**src/rtl/lsu_fault_report_if.sv**
```systemverilog
// ============================================================================
// Module      : lsu_fault_report_if
// Description : dc1 fault flags, pipe controls and TLU error packet bundle
//               for lsu_fault_report.
// Revision    : 1.0  initial release
// ============================================================================
`default_nettype none

interface lsu_fault_report_if #(
    parameter int CNT_W = 16
);
    logic              lsu_valid_dc1;
    logic              lsu_store_dc1;
    logic [31:0]       start_addr_dc1;
    logic              access_fault_dc1;
    logic              misaligned_fault_dc1;
    logic              lsu_freeze_dc3;
    logic              flush_dc2;
    logic              flush_dc3;
    logic              tlu_err_ack;
    logic              fault_cnt_clr;
    logic              lsu_error_valid;
    logic              lsu_error_exc_type;
    logic              lsu_error_store;
    logic [31:0]       lsu_error_addr;
    logic              lsu_fault_dropped;
    logic [CNT_W-1:0]  lsu_fault_cnt;

    modport master (
        output lsu_valid_dc1, lsu_store_dc1, start_addr_dc1,
               access_fault_dc1, misaligned_fault_dc1,
               lsu_freeze_dc3, flush_dc2, flush_dc3,
               tlu_err_ack, fault_cnt_clr,
        input  lsu_error_valid, lsu_error_exc_type, lsu_error_store,
               lsu_error_addr, lsu_fault_dropped, lsu_fault_cnt
    );

    modport slave (
        input  lsu_valid_dc1, lsu_store_dc1, start_addr_dc1,
               access_fault_dc1, misaligned_fault_dc1,
               lsu_freeze_dc3, flush_dc2, flush_dc3,
               tlu_err_ack, fault_cnt_clr,
        output lsu_error_valid, lsu_error_exc_type, lsu_error_store,
               lsu_error_addr, lsu_fault_dropped, lsu_fault_cnt
    );
endinterface

`default_nettype wire

```
**src/rtl/lsu_fault_report.sv**
```systemverilog
// ============================================================================
// Module      : lsu_fault_report
// Description : Carries dc1 address-check faults down to dc3 and holds the
//               first surviving fault as an error packet until TLU ack.
//               Optional saturating fault counter: RV_LSU_FAULT_CNT_EN.
// Revision    : 1.0  initial release
// ============================================================================
`default_nettype none

module lsu_fault_report #(
    parameter int CNT_W         = 16,
    parameter bit MISALIGN_PRIO = 1'b1
) (
    input  logic              clk,
    input  logic              rst_l,
    lsu_fault_report_if.slave bus
);

    typedef struct packed {
        logic        valid;
        logic        store;
        logic        acc;
        logic        mis;
        logic [31:0] addr;
    } pipe_t;

    typedef enum logic [0:0] {
        ST_IDLE = 1'b0,
        ST_PEND = 1'b1
    } state_t;

    pipe_t       w_dc1;
    pipe_t       w_dc2_nxt;
    pipe_t       w_dc3_nxt;
    pipe_t       r_dc2;
    pipe_t       r_dc3;

    state_t      r_state;
    logic        r_err_valid;
    logic        r_err_exc;
    logic        r_err_store;
    logic [31:0] r_err_addr;
    logic        r_dropped;

    logic        w_cap;
    logic        w_load;
    logic        w_exc;

    always_comb begin
        w_dc1       = '0;
        w_dc1.valid = bus.lsu_valid_dc1;
        w_dc1.store = bus.lsu_store_dc1;
        w_dc1.acc   = bus.lsu_valid_dc1 & bus.access_fault_dc1;
        w_dc1.mis   = bus.lsu_valid_dc1 & bus.misaligned_fault_dc1;
        w_dc1.addr  = bus.start_addr_dc1;
    end

    // Flushes are applied after the advance/hold choice so they win over both.
    always_comb begin
        w_dc2_nxt = r_dc2;
        w_dc3_nxt = r_dc3;
        if (!bus.lsu_freeze_dc3) begin
            w_dc2_nxt       = w_dc1;
            w_dc3_nxt       = r_dc2;
            w_dc3_nxt.valid = r_dc2.valid & ~bus.flush_dc2;
        end
        if (bus.flush_dc2) begin
            w_dc2_nxt.valid = 1'b0;
        end
        if (bus.flush_dc3) begin
            w_dc3_nxt.valid = 1'b0;
        end
    end

    always_ff @(posedge clk or negedge rst_l) begin
        if (!rst_l) begin
            r_dc2 <= '0;
            r_dc3 <= '0;
        end else begin
            r_dc2 <= w_dc2_nxt;
            r_dc3 <= w_dc3_nxt;
        end
    end

    // A frozen dc3 entry cannot capture; it captures once on its release cycle.
    assign w_cap  = r_dc3.valid & (r_dc3.acc | r_dc3.mis)
                  & ~bus.lsu_freeze_dc3 & ~bus.flush_dc3;
    assign w_load = w_cap & ((r_state == ST_IDLE) | bus.tlu_err_ack);
    assign w_exc  = (r_dc3.acc & r_dc3.mis) ? MISALIGN_PRIO : r_dc3.mis;

    always_ff @(posedge clk or negedge rst_l) begin
        if (!rst_l) begin
            r_state     <= ST_IDLE;
            r_err_valid <= 1'b0;
            r_err_exc   <= 1'b0;
            r_err_store <= 1'b0;
            r_err_addr  <= '0;
            r_dropped   <= 1'b0;
        end else begin
            r_dropped <= 1'b0;
            case (r_state)
                ST_IDLE: begin
                    if (w_cap) begin
                        r_state     <= ST_PEND;
                        r_err_valid <= 1'b1;
                    end
                end
                ST_PEND: begin
                    if (bus.tlu_err_ack && !w_cap) begin
                        r_state     <= ST_IDLE;
                        r_err_valid <= 1'b0;
                    end else if (!bus.tlu_err_ack && w_cap) begin
                        r_dropped   <= 1'b1;
                    end
                end
                default: begin
                    r_state     <= ST_IDLE;
                    r_err_valid <= 1'b0;
                end
            endcase
            // Packet fields only change on a load; they keep their value after ack.
            if (w_load) begin
                r_err_exc   <= w_exc;
                r_err_store <= r_dc3.store;
                r_err_addr  <= r_dc3.addr;
            end
        end
    end

    assign bus.lsu_error_valid    = r_err_valid;
    assign bus.lsu_error_exc_type = r_err_exc;
    assign bus.lsu_error_store    = r_err_store;
    assign bus.lsu_error_addr     = r_err_addr;
    assign bus.lsu_fault_dropped  = r_dropped;

`ifdef RV_LSU_FAULT_CNT_EN
    logic [CNT_W-1:0] r_cnt;

    always_ff @(posedge clk or negedge rst_l) begin
        if (!rst_l) begin
            r_cnt <= '0;
        end else if (bus.fault_cnt_clr) begin
            r_cnt <= '0;
        end else if (w_load && (r_cnt != {CNT_W{1'b1}})) begin
            r_cnt <= r_cnt + {{(CNT_W-1){1'b0}}, 1'b1};
        end
    end

    assign bus.lsu_fault_cnt = r_cnt;
`else
    logic w_unused_cnt_clr;

    assign w_unused_cnt_clr  = bus.fault_cnt_clr;
    assign bus.lsu_fault_cnt = '0;
`endif

endmodule

`default_nettype wire

```
**src/flat_wrapper.sv**
```systemverilog
// flat-port wrapper written by rule: the top's interface ports become plain ports
module lsu_fault_report_flat 
#(
    parameter int CNT_W         = 16,
    parameter bit MISALIGN_PRIO = 1'b1
)
  (clk, rst_l, bus_lsu_valid_dc1, bus_lsu_store_dc1, bus_start_addr_dc1, bus_access_fault_dc1, bus_misaligned_fault_dc1, bus_lsu_freeze_dc3, bus_flush_dc2, bus_flush_dc3, bus_tlu_err_ack, bus_fault_cnt_clr, bus_lsu_error_valid, bus_lsu_error_exc_type, bus_lsu_error_store, bus_lsu_error_addr, bus_lsu_fault_dropped, bus_lsu_fault_cnt);
  lsu_fault_report_if #(.CNT_W(CNT_W)) bus_i ();
  input  logic clk;
  input  logic rst_l;
  input wire logic [$bits(bus_i.lsu_valid_dc1)-1:0] bus_lsu_valid_dc1;
  input wire logic [$bits(bus_i.lsu_store_dc1)-1:0] bus_lsu_store_dc1;
  input wire logic [$bits(bus_i.start_addr_dc1)-1:0] bus_start_addr_dc1;
  input wire logic [$bits(bus_i.access_fault_dc1)-1:0] bus_access_fault_dc1;
  input wire logic [$bits(bus_i.misaligned_fault_dc1)-1:0] bus_misaligned_fault_dc1;
  input wire logic [$bits(bus_i.lsu_freeze_dc3)-1:0] bus_lsu_freeze_dc3;
  input wire logic [$bits(bus_i.flush_dc2)-1:0] bus_flush_dc2;
  input wire logic [$bits(bus_i.flush_dc3)-1:0] bus_flush_dc3;
  input wire logic [$bits(bus_i.tlu_err_ack)-1:0] bus_tlu_err_ack;
  input wire logic [$bits(bus_i.fault_cnt_clr)-1:0] bus_fault_cnt_clr;
  output wire logic [$bits(bus_i.lsu_error_valid)-1:0] bus_lsu_error_valid;
  output wire logic [$bits(bus_i.lsu_error_exc_type)-1:0] bus_lsu_error_exc_type;
  output wire logic [$bits(bus_i.lsu_error_store)-1:0] bus_lsu_error_store;
  output wire logic [$bits(bus_i.lsu_error_addr)-1:0] bus_lsu_error_addr;
  output wire logic [$bits(bus_i.lsu_fault_dropped)-1:0] bus_lsu_fault_dropped;
  output wire logic [$bits(bus_i.lsu_fault_cnt)-1:0] bus_lsu_fault_cnt;
  assign bus_i.lsu_valid_dc1 = bus_lsu_valid_dc1;
  assign bus_i.lsu_store_dc1 = bus_lsu_store_dc1;
  assign bus_i.start_addr_dc1 = bus_start_addr_dc1;
  assign bus_i.access_fault_dc1 = bus_access_fault_dc1;
  assign bus_i.misaligned_fault_dc1 = bus_misaligned_fault_dc1;
  assign bus_i.lsu_freeze_dc3 = bus_lsu_freeze_dc3;
  assign bus_i.flush_dc2 = bus_flush_dc2;
  assign bus_i.flush_dc3 = bus_flush_dc3;
  assign bus_i.tlu_err_ack = bus_tlu_err_ack;
  assign bus_i.fault_cnt_clr = bus_fault_cnt_clr;
  assign bus_lsu_error_valid = bus_i.lsu_error_valid;
  assign bus_lsu_error_exc_type = bus_i.lsu_error_exc_type;
  assign bus_lsu_error_store = bus_i.lsu_error_store;
  assign bus_lsu_error_addr = bus_i.lsu_error_addr;
  assign bus_lsu_fault_dropped = bus_i.lsu_fault_dropped;
  assign bus_lsu_fault_cnt = bus_i.lsu_fault_cnt;
  lsu_fault_report #(.CNT_W(CNT_W), .MISALIGN_PRIO(MISALIGN_PRIO)) u_core (.clk(clk), .rst_l(rst_l), .bus(bus_i));
endmodule
```
**config.mk**
```make
export PLATFORM = sky130hd
export DESIGN_NAME = lsu_fault_report_flat
export DESIGN_NICKNAME = d
export VERILOG_FILES = /design/src/rtl/lsu_fault_report_if.sv /design/src/rtl/lsu_fault_report.sv /design/src/flat_wrapper.sv
export SDC_FILE = /design/constraint.sdc
export NUM_CORES = 1
export LEC_CHECK = 0
export BUFFER_PORTS_ARGS = -buffer_cell sky130_fd_sc_hd__buf_2
export CAP_MARGIN = 20
export CORE_UTILIZATION = 53
export CTS_CLUSTER_DIAMETER = 200
export DETAILED_ROUTE_END_ITERATION = 12
export PLACE_DENSITY = 0.77
export SYNTH_ARGS = -nofsm -noshare
export SYNTH_HDL_FRONTEND = slang
export SYNTH_SLANG_ARGS = --single-unit
```
**constraint.sdc**
```tcl
create_clock -name clk -period 2.3 [get_ports clk]
set_input_delay 0.575 -clock clk [delete_from_list [all_inputs] [get_ports clk]]
set_output_delay 0.575 -clock clk [all_outputs]
set_load 0.03 [all_outputs]
```
==> results_dict.tcl, run 1 <==
set metrics [dict create \
    timing.final.max_slew_violations 0 \
    syn_to_final_growth_pct 14.8 \
    yosys_warnings 0 \
    cp_num_buf_inv 1 \
    postSynthCellCount 261 \
    cts_tree "yes" \
    ff2ff_setup_slack_ns 0.51 \
    ctsLongestPathBuffers 2 \
    cell_count_after_placement 433 \
    grt_remaining_overflow 0 \
    max_cap_violations 0 \
    post_cts_hold_buffer_count 0 \
    global_route.usage.met3_pct 4.36 \
    crit_slowest_cell "sky130_fd_sc_hd__or3b_1" \
    min_period_ns 1.79 \
    drt-initial-drc-count 69 \
    reg2regPathDepth 4 \
    tritoncts.num_buffers 9 \
    antenna-diode-count 0 \
    grt_first_pass_wirelength_microns 10600 \
    outcome "completed" \
    dieHeight_microns 91.0 \
    cts_setup_buffers 0 \
    post_synth_mux_area_share_pct 27.6 \
    grtUsageTotal_pct 16.3 \
    detail_route.drc_violations 0 \
    finClkSkew_ns 0.0130 \
    achievable-frequency_ghz 0.560 \
    layout_cell_share_with_drive_strength_beyond_1_pct 57.6 \
    yosysUniqueCellTypes 21 \
    maxSlewHeadroom_pct 41.0 \
    hold_viol_final 0 \
    tns_ns 0 \
    root_buffer "sky130_fd_sc_hd__clkbuf_8" \
    detail_route.first_pass.iterations 3 \
    critical_path_depth 4 \
    port_buffers 77 \
    dp_hpwl_microns 4230 \
    layout_common_cells "sky130_fd_sc_hd__dfrtp_1, sky130_fd_sc_hd__mux2_2, sky130_fd_sc_hd__buf_2, sky130_fd_sc_hd__conb_1, sky130_fd_sc_hd__clkbuf_8" \
    placement_rows 32 \
    final_common_cell "sky130_fd_sc_hd__dfrtp_1" \
    start_util_pct 54.6 \
    placement.cell_area_sq_um 4650 \
    antenna_left 0 \
    regToRegEndpoint "u_core.bus.lsu_error_addr[7]$_DFFE_PN0P_" \
    cts.htree.levels 3 \
    timing.final.crit_share_pct 77.7 \
    top_level_ports 95 \
    gr-usage-met1_pct 19.4 \
    max_slew.worst_pin.slew_ns 0.885 \
    die_ar_sq_um 8280 \
    ctsResizeCount 0 \
    clock_latency_late_sink_ns 0.36 \
    design_area_sq_um 4820 \
    grt_start_max_net_pins 76 \
    synth_top_family_by_area "multiplexers" \
    first_global_vias 2363 \
    ir_worst_vdd_v 0.000426 \
    hold_path.class "input pin to async pin" \
    synth-adder-area-share_pct 0 \
    multiInputGateArea_sq_um 1330 \
    synth_seq_cells 109 \
    vias 2217 \
    leakage_nw 2.38 \
    layout_filler_cell_count 600 \
    synth-simple-area-share_pct 1.94 \
    finalWeightedCongestion 0.702 \
    cpLargestDelayFamily "simple AND/OR/NAND/NOR gates" \
    grt_util_met2_pct 28.2 \
    route.final.wire_length_microns 6290 \
    synth_compound_gate_area_share_pct 0.805 \
    critical_path_peak_fanout 34 \
    setup.worst_path.start_class "flip-flop" \
    synthesis.area_sq_um 4200 \
    grt_busiest_layer "met2" \
    cts_num_sinks 109 \
    routed_wire_length_per_instance_microns 14.0 \
    avgSynthCellArea_sq_um 16.1 \
    synth-xor-area-share_pct 0 \
    core_area_sq_um 7690 \
    regToRegStartpoint "u_core.r_dc3[35]$_DFFE_PN0P_" \
    register_area_share_after_synthesis_pct 65.0 \
    setup.worst_path.class "flip-flop to flip-flop" \
    stdcell_count 449 \
    rsz0062_at_grt "no" \
    max_stage_delay_ns 0.44 \
    pwr_density_cell_nw_per_um2 785 \
    chipWidth_microns 91.0 \
    worst_ep_required_time_ns 2.54 \
    area.sequential_sq_um 2730 \
    vias_per_cell 4.94 \
    timing.final.setup_violations 0 \
    timing.critical_path.arrival_ns 2.03 \
    final_nets 385 \
    end_kind "flip-flop" \
    clkTransAtPathRegs_ns 0.10 \
    timing.critical_path.cells "or3b_1 -> nor3b_4 -> buf_12 -> mux2_2" \
    antenna_found_initial 0 \
]
## cells by family (layout without fill, tap and decap cells)
group,after synthesis,after routing
other,1,16
multiplexers,103,103
AND/OR/NAND/NOR,15,15
flip-flops,109,109
AO/OA/AOI/OAI,5,5
buffers and inverters,28,99
## layer usage
layer	wire (microns)	share of wire (%)
met3	344	5.5
met2	3150	50
met5	0	0
met1	2690	43
met4	103	1.6
## registers in the layout, indices dropped and copies added, names as in the netlist
signal                         count
u_core.bus.lsu_error_store         1
u_core.bus.lsu_error_exc_type      1
u_core.r_state                     1
u_core.r_dc3                      36
u_core.r_dc2                      36
u_core.bus.lsu_fault_dropped       1
u_core.bus.lsu_error_valid         1
u_core.bus.lsu_error_addr         32
## cell type report
type | count | share of cell area (%)
Clock inverter | 7 | 1.06
Multi-Input combinational cell | 139 | 27.7
Tap cell | 102 | 2.65
Clock buffer | 9 | 2.57
Timing Repair Buffer | 82 | 9.40
Inverter | 1 | 0.0779
Sequential cell | 109 | 56.6
## cell usage after synthesis, drive strengths merged
| cell type | instances | area (sq um) |
|---|---|---|
| nor2 | 5 | 18.8 |
| nor3b | 1 | 18.8 |
| nand2b | 1 | 6.26 |
| o21ai | 2 | 10.0 |
| o2bb2ai | 1 | 8.76 |
| nand2 | 6 | 22.5 |
| a21boi | 1 | 7.51 |
| or3b | 1 | 8.76 |
| conb | 1 | 3.75 |
| or2 | 1 | 6.26 |
| mux2 | 102 | 1150 |
| buf | 24 | 178 |
| mux2i | 1 | 10.0 |
| dfrtp | 109 | 2730 |
| inv | 1 | 3.75 |
| clkbuf | 3 | 11.3 |
| a22oi | 1 | 7.51 |
## metrics by stage
step / power, mW / setup WS [ns] / utilization, % / hold WS, ns
global placement: 2.78 / 0.191 / 60.4 / 0.463
finish: 3.78 / 0.514 / 62.7 / 0.0848
floorplan: 2.63 / 0.306 / - / 0.279
CTS: 3.84 / 0.514 / 62.7 / 0.0712
detailed placement: 2.81 / 0.162 / 60.4 / 0.470
global route: 3.96 / 0.450 / 62.7 / 0.0841
## worst max path at each step
stage / startpoint / end / slack [ns]
2_1_floorplan: bus_flush_dc3 / u_core.bus.lsu_error_addr[0]$_DFFE_PN0P_ / 0.31
3_3_place_gp: bus_flush_dc3 / u_core.bus.lsu_error_addr[18]$_DFFE_PN0P_ / 0.19
3_5_place_dp: bus_flush_dc3 / u_core.bus.lsu_error_addr[16]$_DFFE_PN0P_ / 0.16
4_1_cts: u_core.r_dc3[35]$_DFFE_PN0P_ / u_core.bus.lsu_error_addr[9]$_DFFE_PN0P_ / 0.51
5_1_grt: u_core.r_dc3[35]$_DFFE_PN0P_ / u_core.bus.lsu_error_addr[9]$_DFFE_PN0P_ / 0.45
6_report: u_core.r_dc3[35]$_DFFE_PN0P_ / u_core.bus.lsu_error_addr[7]$_DFFE_PN0P_ / 0.51
## where the power goes
group / total, mW / switching [mW] / internal (mW)
clock network: 1.02 / 0.625 / 0.397
registers: 2.22 / 0.0967 / 2.12
logic: 0.542 / 0.300 / 0.243
total: 3.78 / 1.02 / 2.76
Note: power is estimated with default switching activity, not from simulation.
==> run 2, diff against run 1 <==
- ABC_AREA: unset -> 1
- CORE_UTILIZATION: 53 -> 49
- PLACE_DENSITY: 0.77 -> 0.75
- clock period: 2.3 -> 1.6 ns (I/O delays scaled with it)
==> results_dict.tcl, run 2 <==
set metrics [dict create \
    vias 3250 \
    post_cts_hold_buffer_count 1 \
    drt-initial-drc-count 138 \
    synth_seq_cells 109 \
    ff2ff_setup_slack_ns 0.24 \
    top_level_ports 95 \
    synth.most_common_cell "sky130_fd_sc_hd__nand2_1" \
    antenna-diode-count 0 \
    worst_hold_slack_ns 0.219 \
    ir_worst_vdd_v 0.000534 \
    timing.final.crit_share_pct 86.3 \
    clock_latency_late_sink_ns 0.36 \
    cell_count_after_placement 659 \
    yosys_warnings 0 \
    syn_to_final_growth_pct 14.6 \
    register_area_share_after_synthesis_pct 61.8 \
    tns_ns 0 \
    grtUsageTotal_pct 18.5 \
    leakage_nw 2.91 \
    chipWidth_microns 96.9 \
    routed_wire_length_per_instance_microns 12.2 \
    cts_num_sinks 109 \
    timing.critical_path.cells "buf_2" \
    whs_path_depth 3 \
    dp_hpwl_microns 5360 \
    yosysUniqueCellTypes 19 \
    min_period_ns 1.38 \
    die_ar_sq_um 9390 \
    regToRegEndpoint "u_core.bus.lsu_error_store$_DFFE_PN0P_" \
    final_nets 606 \
    reg2regPathDepth 5 \
    timing.critical_path.arrival_ns 0.98 \
    ctsLongestPathBuffers 2 \
    cp_num_buf_inv 1 \
    hold_viol_final 0 \
    detail_route.drc_violations 0 \
    timing.final.setup_violations 0 \
    synthesis.area_sq_um 4420 \
    hold_path.class "input pin to flip-flop" \
    yosysTopAreaCell "sky130_fd_sc_hd__dfrtp_1" \
    critical_path_peak_fanout 2 \
    synth.cells.most_frequent "sky130_fd_sc_hd__nand2_1, sky130_fd_sc_hd__dfrtp_1, sky130_fd_sc_hd__nand4_1" \
    antenna_left 0 \
    postSynth.topFlopCell "sky130_fd_sc_hd__dfrtp_1" \
    vias_per_cell 4.81 \
    cts_setup_buffers 0 \
    cts.htree.levels 3 \
    final_common_cell "sky130_fd_sc_hd__nand2_1" \
    post_synth_main_area_contributors "sky130_fd_sc_hd__dfrtp_1, sky130_fd_sc_hd__nand2_1, sky130_fd_sc_hd__nand4_1" \
    achievable-frequency_ghz 0.724 \
    setup.worst_path.class "flip-flop to output pin" \
    grt_start_max_net_pins 75 \
    rsz0062_at_grt "no" \
    port_buffers 77 \
    holdCritStartpoint "bus_start_addr_dc1[20]" \
    grt_first_pass_wirelength_microns 14200 \
    timing.final.max_slew_violations 0 \
    core_area_sq_um 8720 \
    end_kind "output pin" \
    cpLargestDelayFamily "flip-flops" \
    yosys.area.top_type_share_pct 61.8 \
    layout_common_cells "sky130_fd_sc_hd__nand2_1, sky130_fd_sc_hd__dfrtp_1, sky130_fd_sc_hd__buf_2, sky130_fd_sc_hd__nand4_1, sky130_fd_sc_hd__conb_1" \
    layout_cell_share_with_drive_strength_beyond_1_pct 19.2 \
    avgSynthCellArea_sq_um 8.99 \
    antenna_found_initial 0 \
    worst_ep_required_time_ns 1.20 \
    start_util_pct 50.6 \
    placement_rows 34 \
    finalPower_mw 6.14 \
    root_buffer "sky130_fd_sc_hd__clkbuf_8" \
    tritoncts.num_buffers 9 \
    crit_start "u_core.bus.lsu_error_exc_type$_DFFE_PN0P_" \
    setup.worst_path.start_class "flip-flop" \
    clkTransAtPathRegs_ns 0.11 \
    max_stage_delay_ns 0.40 \
    route.final.wire_length_microns 8250 \
    postSynthCellCount 491 \
    cts_tree "yes" \
    detail_route.first_pass.iterations 7 \
    grt_remaining_overflow 0 \
    crit_slowest_cell "sky130_fd_sc_hd__dfrtp_1" \
    stdcell_count 676 \
    count_of_flip_flops_with_a_built_in_enable_after_synthesis 0 \
    dieHeight_microns 96.9 \
    outcome "completed" \
    asyncSetResetFlopFracSynth_pct 100 \
    whs_endpoint "u_core.r_dc2[20]$_DFFE_PN0N_" \
    finClkSkew_ns 0.0107 \
    max_cap_violations 0 \
    first_global_vias 3108 \
    finalWeightedCongestion 0.813 \
    regToRegStartpoint "u_core.r_dc3[32]$_DFFE_PN0N_" \
    ctsResizeCount 0 \
    pwr_density_cell_nw_per_um2 1210 \
]
run 2: changes by cell type after synthesis, moves of 5 or more:
cell	delta
sky130_fd_sc_hd__nand2_1	+259
sky130_fd_sc_hd__mux2_2	-100
sky130_fd_sc_hd__nand4_1	+35
sky130_fd_sc_hd__inv_1	+12
sky130_fd_sc_hd__o21ai_0	+10
sky130_fd_sc_hd__buf_2	+7
sky130_fd_sc_hd__clkbuf_1	+5
run 2: kinds of logic after synthesis:
family / count (synthesis) / synth area share, %
flops: 109 / 61.8
compound gates: 13 / 1.47
buf+inv: 59 / 7.48
simple gates: 309 / 29.2
other cells: 1 / 0.0849
run 2: how the worst max path moves through the flow:
stage / cells after the start / endpoint
after global placement: 7 / u_core.bus.lsu_error_addr[20]$_DFFE_PN0P_
after global routing: 5 / u_core.bus.lsu_error_addr[9]$_DFFE_PN0P_
final: 1 / bus_lsu_error_exc_type
after detailed placement: 7 / u_core.bus.lsu_error_addr[21]$_DFFE_PN0P_
after floorplan: 8 / u_core.bus.lsu_error_addr[24]$_DFFE_PN0P_
after CTS: 1 / bus_lsu_error_exc_type
run 2: through the flow:
step           setup WS (ns)  utilization [%]  cell area [sq um]
2_1_floorplan          0.321                -               4470
3_5_place_dp          0.0921             55.8               4860
5_1_grt               0.0983             58.0               5060
3_3_place_gp           0.150             55.8               4860
6_report               0.219             58.0               5060
4_1_cts                0.209             58.0               5060
run 2: final cells by class:
class	instances	area, sq um
Multi-Input combinational cell	338	1410
Inverter	15	57.6
Timing Repair Buffer	90	538
Tap cell	108	135
Clock inverter	5	45.0
Sequential cell	109	2730
Clock buffer	11	141
Fill cell	807	3660
run 2: metal layers:
| metal | track usage, % | vias to the layer above | share of wire, % |
|---|---|---|---|
| met1 | 24.8 | 1521 | 46 |
| met4 | 5.63 | 0 | 0.48 |
| met3 | 4.12 | 4 | 5.2 |
| met2 | 30.3 | 71 | 48 |
| li1 | - | 1654 | - |
| met5 | 0 | - | 0 |
run 2: where the power goes:
part           switching (mW)  total (mW)  leakage (nW)  internal (mW)
Combinational           0.897        1.26          1.43          0.367
Clock                   0.918        1.55        0.0916          0.629
Sequential              0.202        3.33          1.39           3.13
Total                    2.02        6.14          2.91           4.13
==> run 3, diff against run 2 <==
- PLACE_DENSITY: 0.75 -> 0.8
==> results_dict.tcl, run 3 (synthesis results as in run 2) <==
set metrics [dict create \
    outcome "completed" \
    routed_wire_length_per_instance_microns 12.6 \
    port_buffers 77 \
    ff2ff_setup_slack_ns 0.23 \
    tns_ns 0 \
    cts_setup_buffers 0 \
    final.setup.worst_slack_ns 0.222 \
    antenna_left 0 \
    cts_num_sinks 109 \
    grt_remaining_overflow 0 \
    placement_rows 34 \
    timing.final.max_slew_violations 0 \
    end_kind "output pin" \
    vias_per_cell 4.85 \
    root_buffer "sky130_fd_sc_hd__clkbuf_8" \
    cts.htree.levels 3 \
    start_util_pct 50.6 \
    finalPower_mw 6.27 \
    regToRegStartpoint "u_core.r_dc3[32]$_DFFE_PN0N_" \
    hold_viol_final 0 \
    ir_worst_vdd_v 0.000679 \
    first_global_vias 3164 \
    achievable-frequency_ghz 0.726 \
    comb_power_share_pct 20.2 \
    layout_cell_share_with_drive_strength_beyond_1_pct 18.9 \
    final_nets 604 \
    cp_num_buf_inv 1 \
    p_sw_share_pct 32.0 \
    power.share.sequential_pct 53.2 \
    layout_filler_cell_count 776 \
    pwr_density_cell_nw_per_um2 1240 \
    finClkSkew_ns 0.0103 \
    timing.final.setup_violations 0 \
    min_period_ns 1.38 \
    proportion_of_power_drawn_by_the_clock_network_pct 26.6 \
    route.final.wire_length_microns 8470 \
    placement.setup.worst_slack_ns 0.0809 \
    crit_start "u_core.bus.lsu_error_addr[27]$_DFFE_PN0P_" \
    multiInputGateArea_sq_um 1410 \
    setup.worst_path.start_class "flip-flop" \
    total_switching_power_mw 2.01 \
    final_common_cell "sky130_fd_sc_hd__nand2_1" \
    worst_ep_required_time_ns 1.20 \
    dieHeight_microns 96.9 \
    timing.final.crit_share_pct 86.1 \
    hold_path.class "input pin to flip-flop" \
    leakage_nw 2.91 \
    timing.critical_path.arrival_ns 0.98 \
    grtUsageTotal_pct 19.8 \
    intPower_mw 4.27 \
    critical_path_peak_fanout 2 \
    antenna_found_initial 0 \
    die_ar_sq_um 9390 \
    cpLargestDelayFamily "flip-flops" \
    layout_common_cells "sky130_fd_sc_hd__nand2_1, sky130_fd_sc_hd__dfrtp_1, sky130_fd_sc_hd__buf_2, sky130_fd_sc_hd__nand4_1, sky130_fd_sc_hd__conb_1" \
    ctsResizeCount 0 \
    drt-initial-drc-count 155 \
    clkTransAtPathRegs_ns 0.10 \
    rsz0062_at_grt "no" \
    max_cap_violations 0 \
    vias 3268 \
    timing.critical_path.cells "buf_2" \
    setup.worst_path.class "flip-flop to output pin" \
    ctsLongestPathBuffers 2 \
    crit_slowest_cell "sky130_fd_sc_hd__dfrtp_1" \
    detail_route.first_pass.iterations 5 \
    cts_tree "yes" \
    dp_hpwl_microns 5540 \
    worst_hold_slack_ns 0.222 \
    grt_first_pass_wirelength_microns 15000 \
    core_area_sq_um 8720 \
    holdCritStartpoint "bus_start_addr_dc1[14]" \
    max_stage_delay_ns 0.40 \
    clock_latency_late_sink_ns 0.36 \
    syn_to_final_growth_pct 14.6 \
    detail_route.drc_violations 0 \
    finalWeightedCongestion 0.748 \
    area.sequential_sq_um 2730 \
    chipWidth_microns 96.9 \
    top_level_ports 95 \
    tritoncts.num_buffers 9 \
    grt_start_max_net_pins 75 \
    antenna-diode-count 0 \
]
## run 3: routing by layer
layer  track usage (%)  vias up  part of all wire (%)  routed length (microns)
met5                 0        -                     0                        0
met4              6.89        0                   1.4                      118
met3              3.18       12                   3.3                      282
met2              31.0       68                    47                     4020
met1              28.1     1543                    48                     4050
li1                  -     1645                     -                        -
## run 3: final cells by class
| cell class | instances | area share [%] |
|---|---|---|
| multi-input combinational | 338 | 27.9 |
| sequential | 109 | 53.9 |
| tap | 108 | 2.67 |
| clock buffer | 11 | 2.79 |
| inverter | 15 | 1.14 |
| timing repair buffer | 88 | 10.3 |
| clock inverter | 5 | 1.19 |
## run 3: timing repair
action	in CTS	in global routing
hold buffers	1	0
endpoints found under the hold margin	26	0
setup endpoints to repair	0	0
## run 3: metrics by stage
stage	cell area, sq um	utilization, %	cells
after floorplan	4470	-	506
after global placement	4850	55.6	657
after detailed placement	4850	55.6	657
after CTS	5060	58.0	674
after global routing	5060	58.0	674
final	5060	58.0	674
## run 3: worst register-to-register path, delay by kind of cell (launching register included)
family        cells  cell delay [ns]
flops             1             0.42
simple gates      5             0.89
## run 3: worst paths after layout
kind	end	cells past startpoint
hold / removal	u_core.r_dc2[14]$_DFFE_PN0N_	3
setup / recovery	bus_lsu_error_addr[27]	1
max in group asynchronous	u_core.bus.lsu_error_addr[16]$_DFFE_PN0P_	3
min in group asynchronous	u_core.bus.lsu_error_addr[28]$_DFFE_PN0P_	2
hold reg to reg	u_core.bus.lsu_error_addr[25]$_DFFE_PN0P_	2
setup reg to reg	u_core.bus.lsu_error_addr[8]$_DFFE_PN0P_	5
## run 3: power groups by stage
stage               logic [mW]  clock network [mW]  registers (mW)
finish                    1.27                1.67            3.34
global route              1.40                1.80            3.39
CTS                       1.28                1.70            3.34
detailed placement        1.28                   0            3.39
global placement          1.25                   0            3.38
floorplan                0.475                   0            3.77
